$ cat src/rtl/memctrl_pkg.sv
// Shared encodings for the multi-port byte-serial memory controller:
// request type fields, FSM states and the default IO window base.
package memctrl_pkg;

  localparam logic [1:0] SZ_B = 2'b00;
  localparam logic [1:0] SZ_H = 2'b01;
  localparam logic [1:0] SZ_W = 2'b10;

  localparam int TYPE_WR_BIT  = 3;
  localparam int TYPE_UNS_BIT = 2;

  localparam logic [31:0] IO_BASE_DEFAULT = 32'h0003_0000;

  typedef enum logic [1:0] {
    ST_IDLE,
    ST_XFER,
    ST_WAIT,
    ST_DONE
  } state_e;

  // The reserved size code 11 falls through to a full word.
  function automatic logic [2:0] size_bytes(input logic [1:0] sz);
    case (sz)
      SZ_B:    size_bytes = 3'd1;
      SZ_H:    size_bytes = 3'd2;
      default: size_bytes = 3'd4;
    endcase
  endfunction

endpackage

$ cat src/rtl/mem_rr_arbiter.sv
// Request arbiter: one-hot grant from a request mask.
// MEMCTRL_RR_ARB_EN selects round-robin; otherwise the lowest index wins.
module mem_rr_arbiter #(
  parameter int NUM_PORTS = 2
) (
  input  logic                 clk_in,
  input  logic                 rst_in,
  input  logic                 advance,
  input  logic [NUM_PORTS-1:0] req,
  output logic [NUM_PORTS-1:0] grant
);

`ifdef MEMCTRL_RR_ARB_EN
  localparam int PTR_W = (NUM_PORTS > 1) ? $clog2(NUM_PORTS) : 1;

  logic [PTR_W-1:0] ptr_reg;
  logic [PTR_W-1:0] ptr_next;

  // Search starts at the pointer and wraps, so the last winner goes to the back.
  always_comb begin
    int   idx;
    logic found;
    grant    = '0;
    ptr_next = ptr_reg;
    found    = 1'b0;
    idx      = 0;
    for (int i = 0; i < NUM_PORTS; i++) begin
      idx = (int'(ptr_reg) + i) % NUM_PORTS;
      if (!found && req[idx]) begin
        grant[idx] = 1'b1;
        ptr_next   = PTR_W'((idx + 1) % NUM_PORTS);
        found      = 1'b1;
      end
    end
  end

  always_ff @(posedge clk_in or negedge rst_in) begin
    if (!rst_in) begin
      ptr_reg <= '0;
    end else if (advance) begin
      ptr_reg <= ptr_next;
    end
  end
`else
  logic unused_arb;
  assign unused_arb = ^{clk_in, rst_in, advance};

  always_comb begin
    logic found;
    grant = '0;
    found = 1'b0;
    for (int i = 0; i < NUM_PORTS; i++) begin
      if (!found && req[i]) begin
        grant[i] = 1'b1;
        found    = 1'b1;
      end
    end
  end
`endif

endmodule

$ cat src/rtl/memctrl_mp.sv
// memctrl_mp: arbitrates NUM_PORTS requesters onto one 8-bit RAM/IO bus and
// serialises byte/half/word accesses. Define MEMCTRL_RR_ARB_EN for round-robin.
module memctrl_mp
  import memctrl_pkg::*;
#(
  parameter int                    NUM_PORTS = 2,
  parameter int                    ADDR_W    = 32,
  parameter logic [NUM_PORTS-1:0]  RVC_MASK  = NUM_PORTS'(2'b10),
  parameter logic [ADDR_W-1:0]     IO_BASE   = ADDR_W'(IO_BASE_DEFAULT)
) (
  input  logic                        clk_in,
  input  logic                        rst_in,
  input  logic                        rdy_in,
  input  logic                        flush,
  input  logic                        io_buffer_full,
  input  logic [7:0]                  mem_din,
  output logic [7:0]                  mem_dout,
  output logic [ADDR_W-1:0]           mem_a,
  output logic                        mem_wr,
  input  logic [NUM_PORTS-1:0]        req_valid,
  output logic [NUM_PORTS-1:0]        req_ready,
  input  logic [NUM_PORTS*ADDR_W-1:0] req_addr,
  input  logic [NUM_PORTS*32-1:0]     req_wdata,
  input  logic [NUM_PORTS*4-1:0]      req_type,
  output logic [NUM_PORTS-1:0]        resp_valid,
  output logic [31:0]                 resp_rdata,
  output logic                        resp_is_c
);

  state_e                state_reg, state_next;
  logic [1:0]            k_reg, k_next;
  logic [ADDR_W-1:0]     addr_reg, addr_next;
  logic [31:0]           wdata_reg, wdata_next;
  logic                  wr_reg, wr_next;
  logic                  uns_reg, uns_next;
  logic [1:0]            size_reg, size_next;
  logic                  rvc_reg, rvc_next;
  logic [NUM_PORTS-1:0]  port_reg, port_next;
  logic [31:0]           buf_reg, buf_next;
  logic [ADDR_W-1:0]     mem_a_reg, mem_a_next;
  logic [7:0]            mem_dout_reg, mem_dout_next;
  logic                  mem_wr_reg, mem_wr_next;
  logic [NUM_PORTS-1:0]  resp_valid_reg, resp_valid_next;
  logic [31:0]           resp_rdata_reg, resp_rdata_next;
  logic                  resp_is_c_reg, resp_is_c_next;

  logic [NUM_PORTS-1:0]  blocked, arb_req, grant;
  logic                  accept;
  logic [ADDR_W-1:0]     sel_addr;
  logic [31:0]           sel_wdata;
  logic [3:0]            sel_type;

  // Only stores into the IO window wait on a full UART buffer.
  for (genvar gi = 0; gi < NUM_PORTS; gi++) begin : g_elig
    assign blocked[gi] = io_buffer_full && req_type[gi*4 + TYPE_WR_BIT]
                         && (req_addr[gi*ADDR_W +: ADDR_W] >= IO_BASE);
  end

  assign arb_req = (rdy_in && !flush && (state_reg == ST_IDLE || state_reg == ST_DONE))
                   ? (req_valid & ~blocked) : '0;
  assign accept  = |grant;

  mem_rr_arbiter #(.NUM_PORTS(NUM_PORTS)) u_arb (
    .clk_in  (clk_in),
    .rst_in  (rst_in),
    .advance (accept),
    .req     (arb_req),
    .grant   (grant)
  );

  always_comb begin
    sel_addr  = '0;
    sel_wdata = '0;
    sel_type  = '0;
    for (int i = 0; i < NUM_PORTS; i++) begin
      if (grant[i]) begin
        sel_addr  = req_addr[i*ADDR_W +: ADDR_W];
        sel_wdata = req_wdata[i*32 +: 32];
        sel_type  = req_type[i*4 +: 4];
      end
    end
  end

  always_comb begin
    logic [1:0]  k_inc;
    logic [1:0]  last_idx;
    logic        rvc_stop;
    logic [31:0] full_word;
    state_next      = state_reg;
    k_next          = k_reg;
    addr_next       = addr_reg;
    wdata_next      = wdata_reg;
    wr_next         = wr_reg;
    uns_next        = uns_reg;
    size_next       = size_reg;
    rvc_next        = rvc_reg;
    port_next       = port_reg;
    buf_next        = buf_reg;
    mem_a_next      = mem_a_reg;
    mem_dout_next   = mem_dout_reg;
    mem_wr_next     = mem_wr_reg;
    resp_valid_next = '0;
    resp_rdata_next = resp_rdata_reg;
    resp_is_c_next  = resp_is_c_reg;
    k_inc           = k_reg + 2'd1;
    last_idx        = 2'(size_bytes(size_reg) - 3'd1);
    // mem_din carries byte 0 while byte index 1 is on the bus.
    rvc_stop        = rvc_reg && (k_reg == 2'd1) && (mem_din[1:0] != 2'b11);
    full_word       = buf_reg;
    full_word[{k_reg, 3'b000} +: 8] = mem_din;

    case (state_reg)
      ST_IDLE, ST_DONE: begin
        state_next = ST_IDLE;
        if (accept) begin
          state_next    = ST_XFER;
          k_next        = 2'd0;
          addr_next     = sel_addr;
          wdata_next    = sel_wdata;
          wr_next       = sel_type[TYPE_WR_BIT];
          uns_next      = sel_type[TYPE_UNS_BIT];
          size_next     = sel_type[1:0];
          rvc_next      = (|(grant & RVC_MASK)) && !sel_type[TYPE_WR_BIT] && sel_type[1];
          port_next     = grant;
          buf_next      = '0;
          mem_a_next    = sel_addr;
          mem_dout_next = sel_wdata[7:0];
          mem_wr_next   = sel_type[TYPE_WR_BIT];
        end
      end
      ST_XFER: begin
        if (flush && !wr_reg) begin
          state_next = ST_IDLE;
        end else begin
          if (!wr_reg && k_reg != 2'd0) buf_next[{k_reg - 2'd1, 3'b000} +: 8] = mem_din;
          if (k_reg == last_idx || rvc_stop) begin
            mem_wr_next = 1'b0;
            rvc_next    = rvc_stop;
            if (wr_reg) begin
              state_next      = ST_DONE;
              resp_valid_next = port_reg;
              resp_is_c_next  = 1'b0;
            end else begin
              state_next = ST_WAIT;
            end
          end else begin
            k_next        = k_inc;
            mem_a_next    = addr_reg + ADDR_W'(k_inc);
            mem_dout_next = wdata_reg[{k_inc, 3'b000} +: 8];
          end
        end
      end
      ST_WAIT: begin
        if (flush) begin
          state_next = ST_IDLE;
        end else begin
          state_next      = ST_DONE;
          resp_valid_next = port_reg;
          resp_is_c_next  = rvc_reg;
          if (rvc_reg) begin
            resp_rdata_next = {16'h0000, full_word[15:0]};
          end else begin
            case (size_reg)
              SZ_B:    resp_rdata_next = {{24{!uns_reg && full_word[7]}}, full_word[7:0]};
              SZ_H:    resp_rdata_next = {{16{!uns_reg && full_word[15]}}, full_word[15:0]};
              default: resp_rdata_next = full_word;
            endcase
          end
        end
      end
      default: state_next = ST_IDLE;
    endcase
  end

  always_ff @(posedge clk_in or negedge rst_in) begin
    if (!rst_in) begin
      state_reg      <= ST_IDLE;
      k_reg          <= '0;
      addr_reg       <= '0;
      wdata_reg      <= '0;
      wr_reg         <= 1'b0;
      uns_reg        <= 1'b0;
      size_reg       <= '0;
      rvc_reg        <= 1'b0;
      port_reg       <= '0;
      buf_reg        <= '0;
      mem_a_reg      <= '0;
      mem_dout_reg   <= '0;
      mem_wr_reg     <= 1'b0;
      resp_valid_reg <= '0;
      resp_rdata_reg <= '0;
      resp_is_c_reg  <= 1'b0;
    end else if (rdy_in) begin
      state_reg      <= state_next;
      k_reg          <= k_next;
      addr_reg       <= addr_next;
      wdata_reg      <= wdata_next;
      wr_reg         <= wr_next;
      uns_reg        <= uns_next;
      size_reg       <= size_next;
      rvc_reg        <= rvc_next;
      port_reg       <= port_next;
      buf_reg        <= buf_next;
      mem_a_reg      <= mem_a_next;
      mem_dout_reg   <= mem_dout_next;
      mem_wr_reg     <= mem_wr_next;
      resp_valid_reg <= resp_valid_next;
      resp_rdata_reg <= resp_rdata_next;
      resp_is_c_reg  <= resp_is_c_next;
    end
  end

  // The accept pulse is combinational from the grant, held off while in reset.
  assign req_ready  = rst_in ? grant : '0;
  assign resp_valid = resp_valid_reg;
  assign resp_rdata = resp_rdata_reg;
  assign resp_is_c  = resp_is_c_reg;
  assign mem_a      = mem_a_reg;
  assign mem_dout   = mem_dout_reg;
  assign mem_wr     = mem_wr_reg;

endmodule

$ cat config.mk
export PLATFORM = sky130hd
export DESIGN_NAME = memctrl_mp
export DESIGN_NICKNAME = d
export VERILOG_FILES = /design/src/rtl/memctrl_pkg.sv /design/src/rtl/mem_rr_arbiter.sv /design/src/rtl/memctrl_mp.sv
export SDC_FILE = /design/constraint.sdc
export NUM_CORES = 1
export LEC_CHECK = 0
export ABC_AREA = 1
export BUFFER_PORTS_ARGS = -buffer_cell sky130_fd_sc_hd__buf_4
export CAP_MARGIN = 40
export CORE_ASPECT_RATIO = 0.8
export CORE_MARGIN = 2
export CORE_UTILIZATION = 35
export DETAILED_ROUTE_END_ITERATION = 10
export SLEW_MARGIN = 5
export SYNTH_ARGS = -nofsm -noshare
export SYNTH_HDL_FRONTEND = slang
export SYNTH_HIERARCHICAL = 1
export SYNTH_SLANG_ARGS = --single-unit
$ cat constraint.sdc
create_clock -name clk_in -period 5.45 [get_ports clk_in]
set_clock_uncertainty 0.2 [all_clocks]
set_input_delay 0.545 -clock clk_in [delete_from_list [all_inputs] [get_ports clk_in]]
set_output_delay 0.545 -clock clk_in [all_outputs]
set_load 0.005 [all_outputs]
==> results.py, run 1 <==
metrics = {
    "sta": {
        "hold-worst-slack_ns": 0.163,
        "tns_ns": 0,
        "setup_repair_after_global_routing_missed_its_margin": "false",
        "setup_viol": 0,
        "hold_violations": 0,
        "period_share_pct": 76.4,
        "tightestPinTransition_ns": 0.859,
        "timing_max_transition_violations_final": 0,
        "timing.final.crit_period_ns": 4.16,
        "maxClockFrequency_mhz": 240,
        "headroom_to_the_max_slew_limit_pct": 42.8,
    },
    "power_and_ir_drop": {
        "ir_drop_mv": 0.234,
        "static-leakage-power_uw": 0.00620,
        "power_per_cell_area_nw_per_um2": 358,
    },
    "grt": {
        "grt-ovfl-total": 0,
        "first_global_vias": 9672,
        "grt_util_all_layers_pct": 22.8,
        "grt_pass1_wl_mm": 55.3,
        "antenna_found_initial": 1,
        "grt_start_max_net_pins": 76,
    },
    "synth": {
        "syn_avg_cell_area_um2": 7.27,
        "syn_nets": 1608,
        "synth_seq_cells": 183,
        "post_synth_top_area_share_pct": 43.7,
        "synth_sequential_area_ratio_pct": 43.7,
        "syn-cell-area_um2": 10500,
        "synthCells": 1443,
        "synth.yosys.warnings": 6,
        "yosys.area.top_type": "sky130_fd_sc_hd__dfrtp_1",
        "post_synth_main_area_contributors": "sky130_fd_sc_hd__dfrtp_1 (44%), sky130_fd_sc_hd__nand2_1 (20%), sky130_fd_sc_hd__o21ai_0 (5.3%)",
        "count_of_different_cell_masters_after_synthesis": 41,
    },
    "final_layout": {
        "final-seq-area_um2": 4580,
        "layout.nets": 1797,
        "antenna_cells": 0,
        "area_of_the_multi_input_gates_um2": 5190,
        "mostFrequentLayoutCells": "sky130_fd_sc_hd__nand2_1 (560), sky130_fd_sc_hd__buf_4 (238), sky130_fd_sc_hd__dfrtp_1 (183)",
        "layout.cells.most_common": "sky130_fd_sc_hd__nand2_1",
        "filler_cell_count": 2990,
        "syn2layout_area_growth_pct": 24.6,
        "fraction_of_final_layout_cells_sized_beyond_drive_strength_1_pct": 20.7,
    },
    "clock_network": {
        "cts.sinks": 183,
        "clk_pin_slew_ns": 0.08,
        "numCtsBuffers": 17,
        "master_cell_of_the_clock_root_buffer": "sky130_fd_sc_hd__clkbuf_16",
        "cts-root-to-sink-buffers": 2,
        "post_cts.repair.setup_buffers": 0,
        "post_cts_resize_count": 0,
        "clock_latency_ns": 0.45,
        "ctsHtreeMaxLevel": 4,
        "cts_tree": "built",
    },
    "worst_setup_path": {
        "crit_chain": "inv_1 > ha_1 > nor2_1 > nand3_1 > or2_2 > o21ai_0",
        "cp_data_arrival_time_ns": 4.32,
        "cpMaxStageDelayCell": "sky130_fd_sc_hd__dfrtp_1",
        "worstPathRequired_ns": 5.61,
        "end_kind": "flop",
        "critPathLaunchType": "flop",
        "slowest_cell_delay_on_critical_path_ns": 0.91,
        "worstPathMaxFanout": 25,
        "worst_setup_path_class": "reg2reg",
        "worst_path_dominant_cell_family": "simple AND/OR/NAND/NOR gates",
        "cp.buffers_inverters": 1,
    },
    "placement": {
        "io_buffer_count": 228,
        "hpwl_mm": 26.1,
        "gpl.final_weighted_congestion": 0.898,
    },
    "die": {
        "row_count": 56,
        "ios": 229,
        "fp.dieArea_um2": 31400,
        "floorplan.initialDensity_pct": 35.6,
        "floorplan.die.height_um": 159,
        "fp.coreArea_um2": 29400,
        "die_w_um": 198,
    },
    "run_status": {
        "outcome": "finished, final reports clean",
    },
    "drt": {
        "drt_pass1_iterations": 5,
        "detailroute.via_count": 10300,
        "drt-initial-drc-count": 913,
        "finalWirelength_mm": 35.1,
        "post-route-drc-count": 0,
        "viasPerCell": 5.08,
        "wire_per_inst_um": 17.4,
        "post_drt_antenna_nets": 0,
    },
    "worst_hold_path": {
        "hold_class": "in2reg",
    },
    "run": {
        "maxCapViolCount": 0,
    },
}
-- final cells by class --
class | instances | share of cell area (%)
clock inverters | 15 | 1.36
repair buffers | 242 | 14.2
well taps | 377 | 3.61
inverters | 95 | 2.73
flip-flops and latches | 183 | 35.1
multi-input cells | 1093 | 39.8
clock buffers | 17 | 3.26
-- where the power goes --
group          total (µW)  internal (µW)  switching [µW]
combinational        1490            610             879
clock                1290            661             630
sequential           1900           1640             254
total                4680           2910            1760
-- layer usage --
metal | track usage [%] | share of wire [%] | vias to the layer above
met1 | 35.5 | 50 | 4734
li1 | - | - | 5089
met3 | 5.63 | 8.3 | 36
met5 | 0 | 0.037 | -
met4 | 5.74 | 1.6 | 2
met2 | 31.2 | 40 | 402
-- worst register-to-register path: stages, from the launching register on --
cell and delay, ns:
sky130_fd_sc_hd__dfrtp_1 0.91, sky130_fd_sc_hd__inv_1 0.53, sky130_fd_sc_hd__ha_1 0.71, sky130_fd_sc_hd__nor2_1 0.75, sky130_fd_sc_hd__nand3_1 0.41, sky130_fd_sc_hd__or2_2 0.39
sky130_fd_sc_hd__o21ai_0 0.17
-- worst paths after layout --
path	cells after the start	from	endpoint	slack, ns
max in group asynchronous	4	rst_in	wdata_reg[6]	3.36
setup reg to reg	6	k_reg[0]	buf_reg[27]	1.29
setup / recovery	6	k_reg[0]	buf_reg[27]	1.29
min in group asynchronous	2	rst_in	mem_a[3]	0.47
hold reg to reg	2	resp_is_c	resp_is_c	0.27
hold / removal	3	mem_din[4]	buf_reg[4]	0.16
-- cell usage after synthesis (all sizes together) --
cell type	number
a21oi	39
a22o	23
a22oi	30
a2bb2oi	2
a31o	2
a31oi	3
buf	47
clkbuf	25
clkinv	3
dfrtp	183
fa	1
ha	13
inv	92
nand2	564
nand3	78
nand4	23
nor2	117
nor3	8
o2111ai	3
o211ai	7
o21a	7
o21ai	135
o22ai	11
o31ai	1
or2	24
xnor2	1
xor2	1
-- cell families after synthesis --
logic type / synth area share, %
flip-flops: 43.7
adder cells (fa/ha/maj): 1.74
AND/OR/NAND/NOR: 32.2
AO/OA/AOI/OAI: 15.2
XOR/XNOR: 0.167
buffers and inverters: 6.98
-- metrics by stage --
| step | cell area (µm²) | power (µW) | worst slack (ns) | utilization, % | instances |
|---|---|---|---|---|---|
| finish | 13100 | 4680 | 1.29 | 44.4 | 2022 |
| global route | 13100 | 4990 | 0.982 | 44.4 | 2022 |
| floorplan | 10500 | 2690 | 2.80 | - | 1443 |
| global placement | 12400 | 3390 | 1.50 | 42.1 | 1987 |
| CTS | 13100 | 4710 | 1.36 | 44.4 | 2022 |
| detailed placement | 12400 | 3400 | 1.37 | 42.3 | 1989 |
-- what timing repair did --
item,in CTS,in global routing
setup endpoints to repair,0,0
hold buffers,1,0
endpoints found under the hold margin,71,0
(Power assumes the default switching activity.)
==> run 2: changes to the inputs <==
==> constraint.sdc (replaced) <==
create_clock -name clk_in -period 4.1 [get_ports clk_in]
set_clock_uncertainty 0.2 [all_clocks]
set_input_delay 0.41 -clock clk_in [delete_from_list [all_inputs] [get_ports clk_in]]
set_output_delay 0.41 -clock clk_in [all_outputs]
set_load 0.005 [all_outputs]
==> results.py, run 2 (synthesis results as in run 1) <==
metrics = {
    "run_status": {
        "outcome": "finished, final reports clean",
    },
    "worst_setup_path": {
        "cpMaxStageDelayCell": "sky130_fd_sc_hd__buf_4",
        "cp.buffers_inverters": 5,
        "worst_path_dominant_cell_family": "buffers and inverters",
        "critPathLaunchType": "flop",
        "end_kind": "primary output",
        "worst_setup_path_class": "reg2out",
        "worstPathMaxFanout": 52,
        "worstPathRequired_ns": 3.49,
        "slowest_cell_delay_on_critical_path_ns": 0.55,
        "cp_data_arrival_time_ns": 2.98,
        "r2r_cells": 11,
        "crit_chain": "inv_1 > ha_1 > nand2_1 > nor2_1 > nand2_1 > a21oi_1 > inv_1 > nor2_4 > buf_4 > nand2_1 > inv_1 > buf_4",
        "regToRegEndpoint": "uns_reg",
        "rr_startpoint": "state_reg[0]",
        "r2r_slack_ns": 0.76,
    },
    "die": {
        "fp.coreArea_um2": 29400,
        "row_count": 56,
        "ios": 229,
        "floorplan.initialDensity_pct": 35.6,
        "die_w_um": 198,
        "floorplan.die.height_um": 159,
        "fp.dieArea_um2": 31400,
    },
    "clock_network": {
        "cts_tree": "built",
        "cts-root-to-sink-buffers": 2,
        "clk_pin_slew_ns": 0.07,
        "ctsHtreeMaxLevel": 4,
        "master_cell_of_the_clock_root_buffer": "sky130_fd_sc_hd__clkbuf_16",
        "numCtsBuffers": 17,
        "post_cts_resize_count": 0,
        "cts.sinks": 183,
        "clock_latency_ns": 0.45,
    },
    "drt": {
        "viasPerCell": 5.16,
        "wire_per_inst_um": 17.4,
        "drt_pass1_iterations": 5,
        "drt-initial-drc-count": 1009,
        "finalWirelength_mm": 35.2,
        "detailroute.via_count": 10400,
        "post_drt_antenna_nets": 0,
        "post-route-drc-count": 0,
    },
    "power_and_ir_drop": {
        "power_frac_seq_pct": 40.3,
        "p_total_uw": 6200,
        "p_switching_uw": 2310,
        "power_per_cell_area_nw_per_um2": 475,
        "switching_share_pct": 37.2,
        "ir_drop_mv": 0.288,
        "p_comb_share_pct": 32.9,
        "p_clk_share_pct": 26.8,
        "internal-power_uw": 3900,
        "static-leakage-power_uw": 0.00620,
    },
    "grt": {
        "antenna_found_initial": 2,
        "first_global_vias": 9834,
        "grt-ovfl-total": 0,
        "grt_start_max_net_pins": 115,
        "grt_pass1_wl_mm": 55.7,
        "grt_util_all_layers_pct": 22.8,
    },
    "final_layout": {
        "final_core_area_utilization_pct": 44.4,
        "mostFrequentLayoutCells": "sky130_fd_sc_hd__nand2_1 (560), sky130_fd_sc_hd__buf_4 (237), sky130_fd_sc_hd__dfrtp_1 (183)",
        "layout.nets": 1798,
        "antenna_cells": 0,
        "syn2layout_area_growth_pct": 24.7,
        "filler_cell_count": 2927,
        "fraction_of_final_layout_cells_sized_beyond_drive_strength_1_pct": 20.7,
        "final_cell_count_no_fill": 2023,
        "layout.cells.most_common": "sky130_fd_sc_hd__nand2_1",
    },
    "sta": {
        "period_share_pct": 87.6,
        "setup_viol": 0,
        "final_critical_path_setup_slack_ns": 0.507,
        "tightestPinTransition_ns": 0.735,
        "timing_max_transition_violations_final": 0,
        "headroom_to_the_max_slew_limit_pct": 51.0,
        "setup_repair_after_global_routing_missed_its_margin": "false",
        "hold_violations": 0,
        "timing.final.crit_period_ns": 3.59,
        "tns_ns": 0,
        "maxClockFrequency_mhz": 278,
    },
    "worst_hold_path": {
        "timing.hold.worst_endpoint": "buf_reg[7]",
        "worstHoldPathCells": 3,
        "hold_class": "in2reg",
        "hold_path_startpoint": "mem_din[7]",
    },
    "placement": {
        "io_buffer_count": 228,
        "hpwl_mm": 25.8,
        "detailedPlace.worstSlack_ns": 0.817,
        "place.detailed.instances": 1990,
        "gpl.final_weighted_congestion": 0.930,
    },
    "run": {
        "maxCapViolCount": 0,
    },
}
==> run 2: cell count changes in the layout (fill, tap and decap cells not counted), sizes merged <==
cell,before,now
buf,240,241
clkbuf,18,20
clkinv,6,7
inv,102,99
==> run 2: how the worst max path moves through the flow <==
stage / startpoint / end / slack (ns) / cells after the start
after floorplan: state_reg[0] / req_ready[1] / 1.58 / 13
after global placement: state_reg[0] / wdata_reg[17] / 0.82 / 11
after detailed placement: state_reg[0] / uns_reg / 0.82 / 11
after CTS: state_reg[0] / req_ready[1] / 0.52 / 12
after global routing: state_reg[0] / req_ready[1] / 0.28 / 12
final: state_reg[0] / req_ready[1] / 0.51 / 12
==> run 2: area by class of cell <==
cell class | count | area [µm²] | share of cell area [%]
multi-input combinational | 1093 | 5190 | 39.7
sequential | 183 | 4580 | 35.0
timing repair buffer | 243 | 1890 | 14.5
tap | 377 | 472 | 3.61
clock buffer | 19 | 443 | 3.39
inverter | 95 | 357 | 2.73
clock inverter | 13 | 135 | 1.03
==> run 2: worst reg2reg max path, cell delays in order, from the launching register on <==
cell,delay [ns]
sky130_fd_sc_hd__dfrtp_1,0.37
sky130_fd_sc_hd__inv_1,0.05
sky130_fd_sc_hd__ha_1,0.35
sky130_fd_sc_hd__nand2_1,0.12
sky130_fd_sc_hd__nor2_1,0.15
sky130_fd_sc_hd__nand2_1,0.07
sky130_fd_sc_hd__a21oi_1,0.44
sky130_fd_sc_hd__nor2_4,0.19
sky130_fd_sc_hd__nor2_4,0.15
sky130_fd_sc_hd__buf_4,0.54
sky130_fd_sc_hd__a22oi_1,0.40
sky130_fd_sc_hd__o21ai_0,0.23
==> run 2: power groups by stage <==
stage          Clock [µW]  Combinational [µW]  Sequential, µW
6_report             1660                2040            2500
5_1_grt              1770                2290            2550
4_1_cts              1700                2060            2490
3_5_place_dp            0                2040            2520
3_3_place_gp            0                2020            2520
2_1_floorplan           0                1120            2450
==> run 2: stage by stage <==
step	instance area, µm²	hold WS (ns)
6_report	13100	0.0283
2_1_floorplan	10500	-0.0856
5_1_grt	13100	0.0132
4_1_cts	13100	0.00519
3_5_place_dp	12500	0.265
3_3_place_gp	12400	0.263
==> run 2: per-layer routing <==
metal | track usage [%] | routed length (µm) | vias to the layer above
met5 | 0 | 12 | -
met4 | 5.33 | 538 | 2
met3 | 4.23 | 2850 | 43
met2 | 31.4 | 14100 | 449
met1 | 36.2 | 17700 | 4842
li1 | - | - | 5098
==> run 2: what timing repair did <==
action                                 in CTS  in global routing
setup buffers                               0                  0
hold buffers                                1                  0
endpoints found under the hold margin      69                  0
==> run 3: changes to the inputs <==
==> constraint.sdc (replaced) <==
create_clock -name clk_in -period 2.9 [get_ports clk_in]
set_clock_uncertainty 0.2 [all_clocks]
set_input_delay 0.29 -clock clk_in [delete_from_list [all_inputs] [get_ports clk_in]]
set_output_delay 0.29 -clock clk_in [all_outputs]
set_load 0.005 [all_outputs]
==> results.py, run 3 (synthesis results as in run 1) <==
metrics = {
    "sta": {
        "setup_viol": 0,
        "hold_violations": 0,
        "timing.final.crit_period_ns": 2.76,
        "headroom_to_the_max_slew_limit_pct": 43.5,
        "maxClockFrequency_mhz": 363,
        "timing_max_transition_violations_final": 0,
        "period_share_pct": 95.1,
        "tns_ns": 0,
        "tightestPinTransition_ns": 0.847,
        "setup_repair_after_global_routing_missed_its_margin": "false",
        "hold-worst-slack_ns": 0.0103,
    },
    "placement": {
        "hpwl_mm": 27.1,
        "io_buffer_count": 228,
        "gpl.final_weighted_congestion": 0.911,
        "place.detailed.instances": 2016,
    },
    "worst_hold_path": {
        "hold_class": "in2reg",
    },
    "die": {
        "row_count": 56,
        "fp.dieArea_um2": 31400,
        "die_w_um": 198,
        "ios": 229,
        "floorplan.die.height_um": 159,
        "floorplan.initialDensity_pct": 35.6,
        "fp.coreArea_um2": 29400,
    },
    "worst_setup_path": {
        "critPathLaunchType": "flop",
        "end_kind": "primary output",
        "cpMaxStageDelayCell": "sky130_fd_sc_hd__dfrtp_1",
        "cp.buffers_inverters": 5,
        "slowest_cell_delay_on_critical_path_ns": 0.43,
        "crit_chain": "ha_4 > nand2_2 > nor2_2 > nand2_1 > a21oi_2 > inv_1 > nor2_4 > buf_12 > buf_16 > nand2_1 > inv_1 > buf_4",
        "worstPathRequired_ns": 2.41,
        "worstPathMaxFanout": 11,
        "worst_path_dominant_cell_family": "buffers and inverters",
        "cp_data_arrival_time_ns": 2.27,
        "worst_setup_path_class": "reg2out",
    },
    "power_and_ir_drop": {
        "p_total_uw": 9020,
        "static-leakage-power_uw": 0.00671,
        "power_per_cell_area_nw_per_um2": 636,
        "ir_drop_mv": 0.382,
    },
    "grt": {
        "antenna_found_initial": 1,
        "first_global_vias": 10500,
        "grt-ovfl-total": 0,
        "grt_start_max_net_pins": 105,
        "grt_util_all_layers_pct": 24.5,
        "grt_pass1_wl_mm": 59.8,
    },
    "run_status": {
        "outcome": "finished, final reports clean",
    },
    "final_layout": {
        "final_cell_count_no_fill": 2130,
        "layout.cells.most_common": "sky130_fd_sc_hd__nand2_1",
        "antenna_cells": 0,
        "mostFrequentLayoutCells": "sky130_fd_sc_hd__nand2_1 (559), sky130_fd_sc_hd__buf_4 (268), sky130_fd_sc_hd__dfrtp_1 (183)",
        "syn2layout_area_growth_pct": 35.3,
        "final_core_area_utilization_pct": 48.2,
        "fraction_of_final_layout_cells_sized_beyond_drive_strength_1_pct": 21.8,
        "layout.nets": 1905,
    },
    "clock_network": {
        "clk_pin_slew_ns": 0.08,
        "numCtsBuffers": 17,
        "cts-root-to-sink-buffers": 2,
        "clock_latency_ns": 0.45,
        "cts_tree": "built",
        "master_cell_of_the_clock_root_buffer": "sky130_fd_sc_hd__clkbuf_16",
        "ctsHtreeMaxLevel": 4,
        "cts.sinks": 183,
    },
    "drt": {
        "detailroute.via_count": 10800,
        "finalWirelength_mm": 38.1,
        "wire_per_inst_um": 17.9,
        "drt_pass1_iterations": 6,
        "post_drt_antenna_nets": 0,
        "viasPerCell": 5.09,
        "post-route-drc-count": 0,
        "drt-initial-drc-count": 955,
    },
    "run": {
        "maxCapViolCount": 0,
    },
}
## run 3: routing by layer
metal  vias up  track usage [%]  wire length, µm  share of wire, %
met4         2             6.25              692               1.8
li1       5304                -                -                 -
met1      5058             38.2            19000                50
met5         -                0               11             0.029
met3        43             5.59             3160               8.3
met2       433             33.5            15300                40
## run 3: power by group
part	internal, µW	leakage [µW]	switching [µW]	total (µW)
logic	1320	0.00394	1750	3070
registers	3090	0.00249	430	3520
clock network	1240	0.000288	1190	2430
## run 3: stage by stage
step	cell area, µm²	setup WS (ns)
3_3_place_gp	12700	0.0716
3_5_place_dp	12700	0.0768
6_report	14200	0.143
4_1_cts	14100	0.0240
5_1_grt	14200	0.00963
2_1_floorplan	10500	0.418
## run 3: path summary, 6_finish.rpt
path / start / endpoint / slack [ns] / cells past startpoint
worst max-delay path: state_reg[1] / req_ready[1] / 0.14 / 12
worst min-delay path: req_addr[35] / addr_reg[3] / 0.01 / 4
worst max register to register: state_reg[1] / mem_a[31] / 0.15 / 15
worst min register to register: mem_a[13] / mem_a[13] / 0.28 / 2
max in group asynchronous: rst_in / mem_wr / 1.41 / 3
min in group asynchronous: rst_in / mem_dout[5] / 0.13 / 2
## run 3: what timing repair did
action,in CTS,in global routing
pin swaps,0,1
hold endpoints to repair,81,0
setup endpoints to repair,1,69
hold buffers,72,0
setup buffers,3,5
gates resized for setup,3,6
cloned,1,1
## run 3: layout make-up
| class | instances | area [µm²] |
|---|---|---|
| Fill cell | 2936 | 15200 |
| Multi-Input combinational cell | 1093 | 5220 |
| Sequential cell | 183 | 4580 |
| Timing Repair Buffer | 350 | 2950 |
| Tap cell | 377 | 472 |
| Clock buffer | 17 | 425 |
| Inverter | 95 | 357 |
| Clock inverter | 15 | 175 |
## run 3: worst min-delay path, cell delays in order
cell and delay, ns:
sky130_fd_sc_hd__buf_4 0.08, sky130_fd_sc_hd__a22o_1 0.15, sky130_fd_sc_hd__nand2_1 0.05, sky130_fd_sc_hd__o21ai_0 0.06
